--- src/rtl/hs_responder.sv ---
// hs_responder: responder side of the req/ack handshake.
// Waits ACK_DELAY cycles, pulses Ack once, then waits for Req to drop.
module hs_responder #(
    parameter int ACK_DELAY = 2,
    parameter int CNT_W     = 8
) (
    input  logic             clk,
    input  logic             rst,
    input  logic             Req,
    input  logic             En,
    input  logic             ClrErr,
    output logic             Ack,
    output logic             Busy,
    output logic             Err,
    output logic [CNT_W-1:0] TxnCount
);

    typedef enum logic [1:0] {
        IDLE    = 2'b00,
        WAIT    = 2'b01,
        ACK     = 2'b10,
        RELEASE = 2'b11
    } state_t;

    localparam bit              NO_DLY = (ACK_DELAY == 0);
    localparam int              LAST_I = NO_DLY ? 0 : ACK_DELAY - 1;
    localparam logic [3:0]      LAST   = LAST_I[3:0];
    localparam logic [CNT_W-1:0] ONE   = {{(CNT_W-1){1'b0}}, 1'b1};

    state_t     state;
    logic [3:0] cnt;

    // Ack and Busy are registered alongside the state they mirror.
    always_ff @(posedge clk or negedge rst) begin
        if (!rst) begin
            state    <= IDLE;
            cnt      <= 4'd0;
            Ack      <= 1'b0;
            Busy     <= 1'b0;
            Err      <= 1'b0;
            TxnCount <= '0;
        end else begin
            if (ClrErr)
                Err <= 1'b0;
            unique case (state)
                IDLE: begin
                    if (Req && En) begin
                        Busy <= 1'b1;
                        if (NO_DLY) begin
                            state <= ACK;
                            Ack   <= 1'b1;
                        end else begin
                            state <= WAIT;
                            cnt   <= 4'd0;
                        end
                    end
                end
                WAIT: begin
                    if (!Req) begin
                        // set wins over a same-cycle ClrErr
                        Err   <= 1'b1;
                        state <= IDLE;
                        Busy  <= 1'b0;
                    end else if (cnt == LAST) begin
                        state <= ACK;
                        Ack   <= 1'b1;
                    end else begin
                        cnt <= cnt + 4'd1;
                    end
                end
                ACK: begin
                    state    <= RELEASE;
                    Ack      <= 1'b0;
                    TxnCount <= TxnCount + ONE;
                end
                RELEASE: begin
                    if (!Req) begin
                        state <= IDLE;
                        Busy  <= 1'b0;
                    end
                end
                default: begin
                    state <= IDLE;
                    Ack   <= 1'b0;
                    Busy  <= 1'b0;
                end
            endcase
        end
    end

endmodule

--- config.mk ---
export PLATFORM = sky130hd
export DESIGN_NAME = hs_responder
export DESIGN_NICKNAME = d
export VERILOG_FILES = /design/src/rtl/hs_responder.sv
export SDC_FILE = /design/constraint.sdc
export NUM_CORES = 1
export LEC_CHECK = 0
export ABC_AREA = 0
export BUFFER_PORTS_ARGS = -buffer_cell sky130_fd_sc_hd__buf_2
export CAP_MARGIN = 15
export CELL_PAD_IN_SITES_DETAIL_PLACEMENT = 1
export CELL_PAD_IN_SITES_GLOBAL_PLACEMENT = 1
export CORE_MARGIN = 2
export CORE_UTILIZATION = 30
export CTS_CLUSTER_DIAMETER = 50
export DETAILED_ROUTE_END_ITERATION = 12
export PLACE_DENSITY_LB_ADDON = 0.1
export SYNTH_ARGS = -nofsm -noshare
export SYNTH_HDL_FRONTEND = slang
export SYNTH_SLANG_ARGS = --single-unit
--- constraint.sdc ---
create_clock -name clk -period 1.8 [get_ports clk]
set_clock_uncertainty 0.2 [all_clocks]
set_input_delay 0.18 -clock clk [delete_from_list [all_inputs] [get_ports clk]]
set_output_delay 0.18 -clock clk [all_outputs]
set_load 0.03 [all_outputs]
Word-level counts from Yosys, hierarchy flattened:

Index checks and enable logic that the tools add are counted.

* register bits after elaboration: 17
* bits of input ports: 5
* logic and storage cells: 47

* add/subtract/negate cells: 2
* equality and inequality tests: 11
* muxes and demuxes: 18
* reduce and logical (&&, ||, !) cells: 10

Operators by type and width (count)
* $mux 4: 3
* $ne 2x2->1 const B: 6
* $reduce_and 3->1: 3
* $add 8x1->8 const B: 1
* $mux 2: 4
* $pmux 2 s4: 1
* $pmux 4 s2: 1
* $mux 1: 7
* $reduce_bool 2->1: 3
* $add 4x1->4 const B: 1
* $eq 2x2->1 const B: 2
* $eq 4x1->1 const B: 1
* $pmux 1 s2: 2
* $reduce_and 4->1: 1
* $ne 3x3->1 const B: 1
* $eq 2x1->1 const B: 1
* $logic_not 2->1: 1
* $reduce_or 2->1: 1
* $logic_and 1x1->1: 1

Longest topological paths before layout:

Gate-level depths: netlist of the first run.

* depth in word-level cells: 4
* depth in mapped cells: 5
* mapped depth without buffers: 5

Least setup slack after synthesis of the first run:

Ideal clock, no wire load.

* path type: flip-flop to flip-flop
* from: register cnt[0]
* to: register cnt[1]
* arrival time: 1.284 ns
* required time: 1.518 ns
* path slack: 0.234 ns
* stages on the path, launching flop included: 5
* cell sequence: dfrtp_1 > ha_1 > nor3b_1 > or3b_1 > o22ai_1

* word-level cells in the longest chain between the ends: 4

Ends and longest elaborated chain
* start: declaration: RTL line 31 `logic [3:0] cnt;`
* start signal: assignment: RTL line 68 `cnt <= cnt + 4'd1;`
* $add 4x1->4: RTL line 68
* $mux 4: RTL line 64 `end else if (cnt == LAST) begin`
* $mux 4: RTL line 59 `if (!Req) begin`
* $pmux 4 s2: RTL line 45 `unique case (state)`

Parallel ways exist; a longest one is shown, timed or not. The select of a mux whose other input is x is not followed.
A chain may end at the register's enable or synchronous reset.

Final worst setup path of the first run:

* from: register cnt[1]
* to: register cnt[0]

* word-level cells in the longest chain between the ends: 3

Ends and longest elaborated chain (RTL line)
* $eq 4x1->1: 64
* $ne 2x2->1 (no line)
* $reduce_and 4->1 (no line)

Every way passes these cells.

==> flow_metrics.env, run 1 <==
export IMPL_ys_seq_elements=17
export IMPL_critPathMaxStageDelay_ns=0.40
export IMPL_ctsHtreeMaxLevel=1
export IMPL_tritoncts="yes"
export IMPL_pre_cts_slack_ns=0.00666
export IMPL_initialDrtViolationCount=11
export IMPL_r2r_start="cnt[1]"
export IMPL_number_of_design_rule_violations_left_after_detail_routing=0
export IMPL_register_to_register_setup_slack_ns=0.16
export IMPL_fillerInstances=292
export IMPL_fmax_ghz=0.611
export IMPL_num_cts_buffers=3
export IMPL_routed_wirelength_mm=1.72
export IMPL_synth_enable_flop_cells=0
export IMPL_total_leakage_power_nw=0.484
export IMPL_via_count=621
export IMPL_finalCoreUtilization_pct=40.4
export IMPL_number_of_antenna_violations_at_the_first_check_in_global_routing=0
export IMPL_grt_usage_pct=12.8
export IMPL_worst_r2r_path_depth=5
export IMPL_crit_type="reg2reg"
export IMPL_final_max_slew_violation_count=0
export IMPL_start_kind="register"
export IMPL_critical_path_cell_chain="inv_2 -> ha_1 -> nor3b_2 -> or3b_4 -> mux2i_2"
export IMPL_layout_area_seq_um2=425
export IMPL_layout_min_cycle_time_ns=1.64
export IMPL_synth_area_um2=795
export IMPL_setup_repair_after_global_routing_missed_its_margin="false"
export IMPL_cts_sinks=17
export IMPL_syn_area_per_cell_um2=11.2
export IMPL_worst_ep_arrival_time_ns=1.65
export IMPL_rows=18
export IMPL_max_slew_worst_pin_slew_ns=0.390
export IMPL_vias_per_cell=4.93
export IMPL_sequential_area_share_after_synthesis_pct=53.5
export IMPL_post_synth_inst_count=71
export IMPL_place_congestion=0.705
export IMPL_irDropWorstVdd_v=0.000756
export IMPL_floorplan_io_pins=16
export IMPL_worst_path_dominant_cell_family="simple AND/OR/NAND/NOR gates"
export IMPL_pwr_density_cell_mw_per_mm2=1620
export IMPL_die_area_mm2=0.00308
export IMPL_numPlacedInstances=117
export IMPL_place_port_buffers=15
export IMPL_clock_insertion_delay_worst_skew_ns=0.29
export IMPL_timing_final_hold_violations=0
export IMPL_finalNonFillerCells=126
export IMPL_timing_final_crit_share_pct=91.0
export IMPL_synth_ff_type="sky130_fd_sc_hd__dfrtp_1"
export IMPL_pin_count_of_the_biggest_net_entering_global_routing=18
export IMPL_initial_utilization_pct=31.8
export IMPL_antennaDiodeCount=0
export IMPL_async_flop_share_pct=100
export IMPL_grt_overflow_total=0
export IMPL_drtPass1Iterations=3
export IMPL_count_leader_synth="sky130_fd_sc_hd__dfrtp_1"
export IMPL_worst_setup_path_end_kind="register"
export IMPL_synthDominantAreaCellType="sky130_fd_sc_hd__dfrtp_1"
export IMPL_cp_max_fo=5
export IMPL_cp_required_ns=1.82
export IMPL_postSynthNetCount=79
export IMPL_die_height_um=55.5
export IMPL_post_synth_top_area_fraction_pct=53.5
export IMPL_post_drt_wl_per_cell_um=13.6
export IMPL_min_path_type="in2async"
export IMPL_synth_top_cells_by_count="sky130_fd_sc_hd__dfrtp_1, sky130_fd_sc_hd__xnor2_1, sky130_fd_sc_hd__inv_1"
export IMPL_cts_buffer_depth=2
export IMPL_area_growth_syn_to_layout_pct=27.2
export IMPL_setup_ws_ns=0.162
export IMPL_maxCapViolations=0
export IMPL_detail_route_antenna_nets=0
export IMPL_clkTransAtPathRegs_ns=0.11
export IMPL_rr_endpoint="cnt[0]"
export IMPL_nets=105
export IMPL_first_global_vias=662
export IMPL_final_setup_viol_count=0
export IMPL_ys_warnings_count=0
export IMPL_critical_path_slowest_cell="sky130_fd_sc_hd__or3b_4"
export IMPL_most_area_consuming_cells_after_synthesis="sky130_fd_sc_hd__dfrtp_1, sky130_fd_sc_hd__xnor2_1, sky130_fd_sc_hd__ha_1, sky130_fd_sc_hd__nand4_1, sky130_fd_sc_hd__a21oi_1"
export IMPL_tns_ns=0
export IMPL_dp_final_hpwl_mm=1.21
export IMPL_critical_path_buf_inv_count=1
export IMPL_die_width_um=55.5
export IMPL_worst_slew_margin_rel_pct=73.9
export IMPL_status="finished, final reports clean"
export IMPL_wire_length_of_the_first_global_routing_pass_mm=3.12
export IMPL_core_area_mm2=0.00250
export IMPL_layout_drive_gt1_share_pct=32.3
export IMPL_multi_input_area_um2=358
export IMPL_yosysUniqueCellTypes=28
export IMPL_clockRootBuffer="sky130_fd_sc_hd__clkbuf_4"
-- through the flow --
step	hold WS (ns)	power [W]	instance area, µm²
after floorplan	-0.316	0.00115	795
after CTS	0.146	0.00163	995
final	0.127	0.00164	1010
after global placement	-0.0605	0.00137	921
after detailed placement	-0.0645	0.00139	921
after global routing	0.172	0.00177	1010
-- worst register-to-register path: cells and delay by family, from the launching register on --
kind / cells / cell delay (ns)
adder cells (fa/ha/maj): 1 / 0.16
buffers and inverters: 1 / 0.05
flip-flops: 1 / 0.39
AND/OR/NAND/NOR: 2 / 0.59
multiplexers: 1 / 0.17
-- where the power goes --
group          internal [W]  switching [W]
combinational      0.000313       0.000445
sequential         0.000527       0.000137
clock             0.0000862       0.000127
total              0.000927       0.000709
-- registers in the layout, indices dropped and copies added (netlist names), named ones only --
name / flops
Ack: 1
TxnCount: 8
state: 1
Busy: 1
cnt: 4
Err: 1
-- cell families after synthesis --
logic type,count (synthesis),synth area share (%)
flip-flops,17,53.5
XOR/XNOR,7,7.72
AO/OA/AOI/OAI,13,10.4
multiplexers,2,2.68
AND/OR/NAND/NOR,22,17.5
buffers and inverters,7,3.46
adder cells (fa/ha/maj),3,4.72
-- per-layer routing --
metal | wire [µm] | vias up | GRT usage, %
met1 | 859 | 303 | 16.6
met4 | 15 | 0 | 3.14
li1 | - | 303 | -
met3 | 75 | 2 | 4.22
met5 | 0 | - | 0
met2 | 765 | 13 | 20.7
-- placed cells by master (no fill, tap or decap), types with 2 or more instances in the layout --
master and instances:
sky130_fd_sc_hd__a21oi_1 4, sky130_fd_sc_hd__nand2_1 4, sky130_fd_sc_hd__nand4_1 4, sky130_fd_sc_hd__clkbuf_4 3, sky130_fd_sc_hd__nand3_1 3, sky130_fd_sc_hd__nor2b_1 2, sky130_fd_sc_hd__ha_1 3, sky130_fd_sc_hd__buf_2 15
sky130_fd_sc_hd__o21ai_0 3, sky130_fd_sc_hd__buf_4 4, sky130_fd_sc_hd__o22ai_1 2, sky130_fd_sc_hd__dfrtp_1 17, sky130_fd_sc_hd__nor2_1 2, sky130_fd_sc_hd__inv_1 4, sky130_fd_sc_hd__dlygate4sd3_1 4, sky130_fd_sc_hd__xnor2_1 6
-- worst max-delay path by stage --
stage	start	to	slack [ns]	depth (start not counted)
3_5_place_dp	cnt[0]	cnt[0]	0.007	5
3_3_place_gp	cnt[0]	cnt[2]	0.08	5
5_1_grt	cnt[1]	cnt[0]	0.07	5
6_report	cnt[1]	cnt[0]	0.16	5
4_1_cts	cnt[1]	cnt[0]	0.02	6
2_1_floorplan	cnt[0]	cnt[1]	0.23	4
-- area by class of cell --
type | instances | share of cell area [%]
flip-flops and latches | 17 | 42.1
multi-input cells | 47 | 35.4
repair buffers | 23 | 14.4
well taps | 30 | 3.71
clock buffers | 4 | 2.60
inverters | 5 | 1.86
-- timing repair --
item	in CTS	in global routing
setup endpoints to repair	2	3
buffers inserted	1	1
gates resized for setup	0	5
hold buffers	4	0
hold endpoints to repair	20	0
cloned	0	0
pin swaps	0	1
Power figures use the tool's default switching activity.
==> inputs of run 2 (changes only) <==
--- a/config.mk
+++ b/config.mk
@@ -9,12 +9,13 @@
 export BUFFER_PORTS_ARGS = -buffer_cell sky130_fd_sc_hd__buf_2
 export CAP_MARGIN = 15
 export CELL_PAD_IN_SITES_DETAIL_PLACEMENT = 1
-export CELL_PAD_IN_SITES_GLOBAL_PLACEMENT = 1
+export CELL_PAD_IN_SITES_GLOBAL_PLACEMENT = 2
 export CORE_MARGIN = 2
 export CORE_UTILIZATION = 30
 export CTS_CLUSTER_DIAMETER = 50
 export DETAILED_ROUTE_END_ITERATION = 12
 export PLACE_DENSITY_LB_ADDON = 0.1
+export SKIP_LAST_GASP = 1
 export SYNTH_ARGS = -nofsm -noshare
 export SYNTH_HDL_FRONTEND = slang
 export SYNTH_SLANG_ARGS = --single-unit
==> run 2 against run 1 <==
  * Register-to-register slack lost 0.08 ns
  * Cell count grew 0.79%
  * Global-route usage shrank 0.98 points
  * Non-clock buffer count grew 1
  * Wire length shrank 2.9%
  * Sequential share of layout area grew 0.21 points
  * Cell area shrank 0.50%
==> flow_metrics.env, run 2 (synthesized netlist as in run 1, its figures left out) <==
export IMPL_cp_required_ns=1.81
export IMPL_worst_slew_margin_rel_pct=73.3
export IMPL_cts_sinks=17
export IMPL_detail_route_antenna_nets=0
export IMPL_area_growth_syn_to_layout_pct=26.6
export IMPL_cts_buffer_depth=2
export IMPL_highest_count_cells_in_the_layout_ignoring_fill_and_taps="sky130_fd_sc_hd__dfrtp_1, sky130_fd_sc_hd__buf_2, sky130_fd_sc_hd__xnor2_1"
export IMPL_floorplan_io_pins=16
export IMPL_critical_path_slowest_cell="sky130_fd_sc_hd__or3b_4"
export IMPL_initial_utilization_pct=31.8
export IMPL_critPathMaxStageDelay_ns=0.40
export IMPL_worst_ep_arrival_time_ns=1.72
export IMPL_largest_register_ffs=8
export IMPL_crit_type="reg2reg"
export IMPL_dp_final_hpwl_mm=1.22
export IMPL_rows=18
export IMPL_mostFrequentLayoutCell="sky130_fd_sc_hd__dfrtp_1"
export IMPL_clock_insertion_delay_worst_skew_ns=0.29
export IMPL_whs_ns=0.138
export IMPL_routed_wirelength_mm=1.67
export IMPL_core_area_mm2=0.00250
export IMPL_wire_length_of_the_first_global_routing_pass_mm=2.92
export IMPL_pwr_density_cell_mw_per_mm2=1600
export IMPL_largest_registers="TxnCount: 8 flops, cnt: 4 flops"
export IMPL_cp_max_fo=5
export IMPL_die_area_mm2=0.00308
export IMPL_setup_ws_ns=0.0841
export IMPL_die_height_um=55.5
export IMPL_start_kind="register"
export IMPL_finalCoreUtilization_pct=40.2
export IMPL_final_setup_viol_count=0
export IMPL_tritoncts="yes"
export IMPL_final_max_slew_violation_count=0
export IMPL_post_drt_wl_per_cell_um=13.1
export IMPL_via_count=612
export IMPL_place_port_buffers=15
export IMPL_regMostFlops="TxnCount"
export IMPL_clkTransAtPathRegs_ns=0.11
export IMPL_number_of_antenna_violations_at_the_first_check_in_global_routing=0
export IMPL_ctsHtreeMaxLevel=1
export IMPL_place_congestion=0.684
export IMPL_antennaDiodeCount=0
export IMPL_fillerInstances=291
export IMPL_pre_cts_slack_ns=0.0503
export IMPL_timing_final_hold_violations=0
export IMPL_first_global_vias=693
export IMPL_min_path_type="in2async"
export IMPL_initialDrtViolationCount=7
export IMPL_vias_per_cell=4.82
export IMPL_grt_usage_pct=11.9
export IMPL_total_leakage_power_nw=0.487
export IMPL_max_slew_worst_pin_slew_ns=0.400
export IMPL_status="finished, final reports clean"
export IMPL_layout_drive_gt1_share_pct=29.9
export IMPL_drtPass1Iterations=3
export IMPL_maxCapViolations=0
export IMPL_layout_min_cycle_time_ns=1.72
export IMPL_pin_count_of_the_biggest_net_entering_global_routing=18
export IMPL_clockRootBuffer="sky130_fd_sc_hd__clkbuf_4"
export IMPL_nets=106
export IMPL_worst_setup_path_end_kind="register"
export IMPL_critical_path_cell_chain="inv_1 -> ha_1 -> nor3b_1 -> buf_4 -> or3b_4 -> o22ai_1"
export IMPL_die_width_um=55.5
export IMPL_irDropWorstVdd_v=0.000798
export IMPL_timing_final_crit_share_pct=95.3
export IMPL_number_of_design_rule_violations_left_after_detail_routing=0
export IMPL_grt_overflow_total=0
export IMPL_num_cts_buffers=3
export IMPL_fmax_ghz=0.583
run 2: worst max-delay path: cells and delay by family (launching register included):
| family | cells | cell delay (ns) |
|---|---|---|
| and+or+nand+nor | 2 | 0.54 |
| DFF | 1 | 0.36 |
| AOI/OAI and AO/OA | 1 | 0.16 |
| buffers and inverters | 2 | 0.21 |
| adders and majority gates | 1 | 0.18 |
run 2: area by class of cell:
cell class / instances / area (µm²) / share of cell area (%)
clock buffers: 3 / 22.5 / 2.24
clock inverters: 1 / 5.00 / 0.498
inverters: 5 / 18.8 / 1.87
multi-input cells: 47 / 344 / 34.2
flip-flops and latches: 17 / 425 / 42.3
well taps: 30 / 37.5 / 3.73
repair buffers: 24 / 153 / 15.2
run 2: per-stage QoR:
step	total power, W	std cells	cell area [µm²]	TNS, ns
5_1_grt	0.00175	127	1010	-0.00389
4_1_cts	0.00163	126	996	0
2_1_floorplan	0.00115	71	795	0
3_5_place_dp	0.00140	118	928	0
6_report	0.00161	127	1010	0
3_3_place_gp	0.00139	118	928	0
run 2: power breakdown:
part           internal, W  leakage (nW)  switching (W)
registers         0.000527         0.218       0.000143
clock network    0.0000824        0.0177       0.000124
logic             0.000313         0.252       0.000419
run 2: layer usage:
metal	up-vias	track usage (%)	wire, µm
met5	-	0	0
met4	0	4.18	12
met3	2	2.11	51
met2	11	19.9	787
met1	298	15.2	815
li1	301	-	-
run 2: worst paths after layout:
| check | from | to | slack, ns | depth (start not counted) |
|---|---|---|---|---|
| max in group asynchronous | rst | async pin | 0.98 | 2 |
| setup / recovery | cnt[1] | cnt[1] | 0.08 | 6 |
| setup reg to reg | cnt[1] | cnt[1] | 0.08 | 6 |
| hold reg to reg | TxnCount[7] | TxnCount[7] | 0.27 | 1 |
| min in group clk | TxnCount[7] | TxnCount[7] | 0.27 | 1 |
| hold / removal | rst | TxnCount[4] | 0.14 | 2 |
run 2: repair_timing:
action | CTS | global route
buffers inserted | 0 | 1
hold buffers | 4 | 0
endpoints found under the hold margin | 21 | 0
gates resized for setup | 0 | 2
setup endpoints to repair | 0 | 3
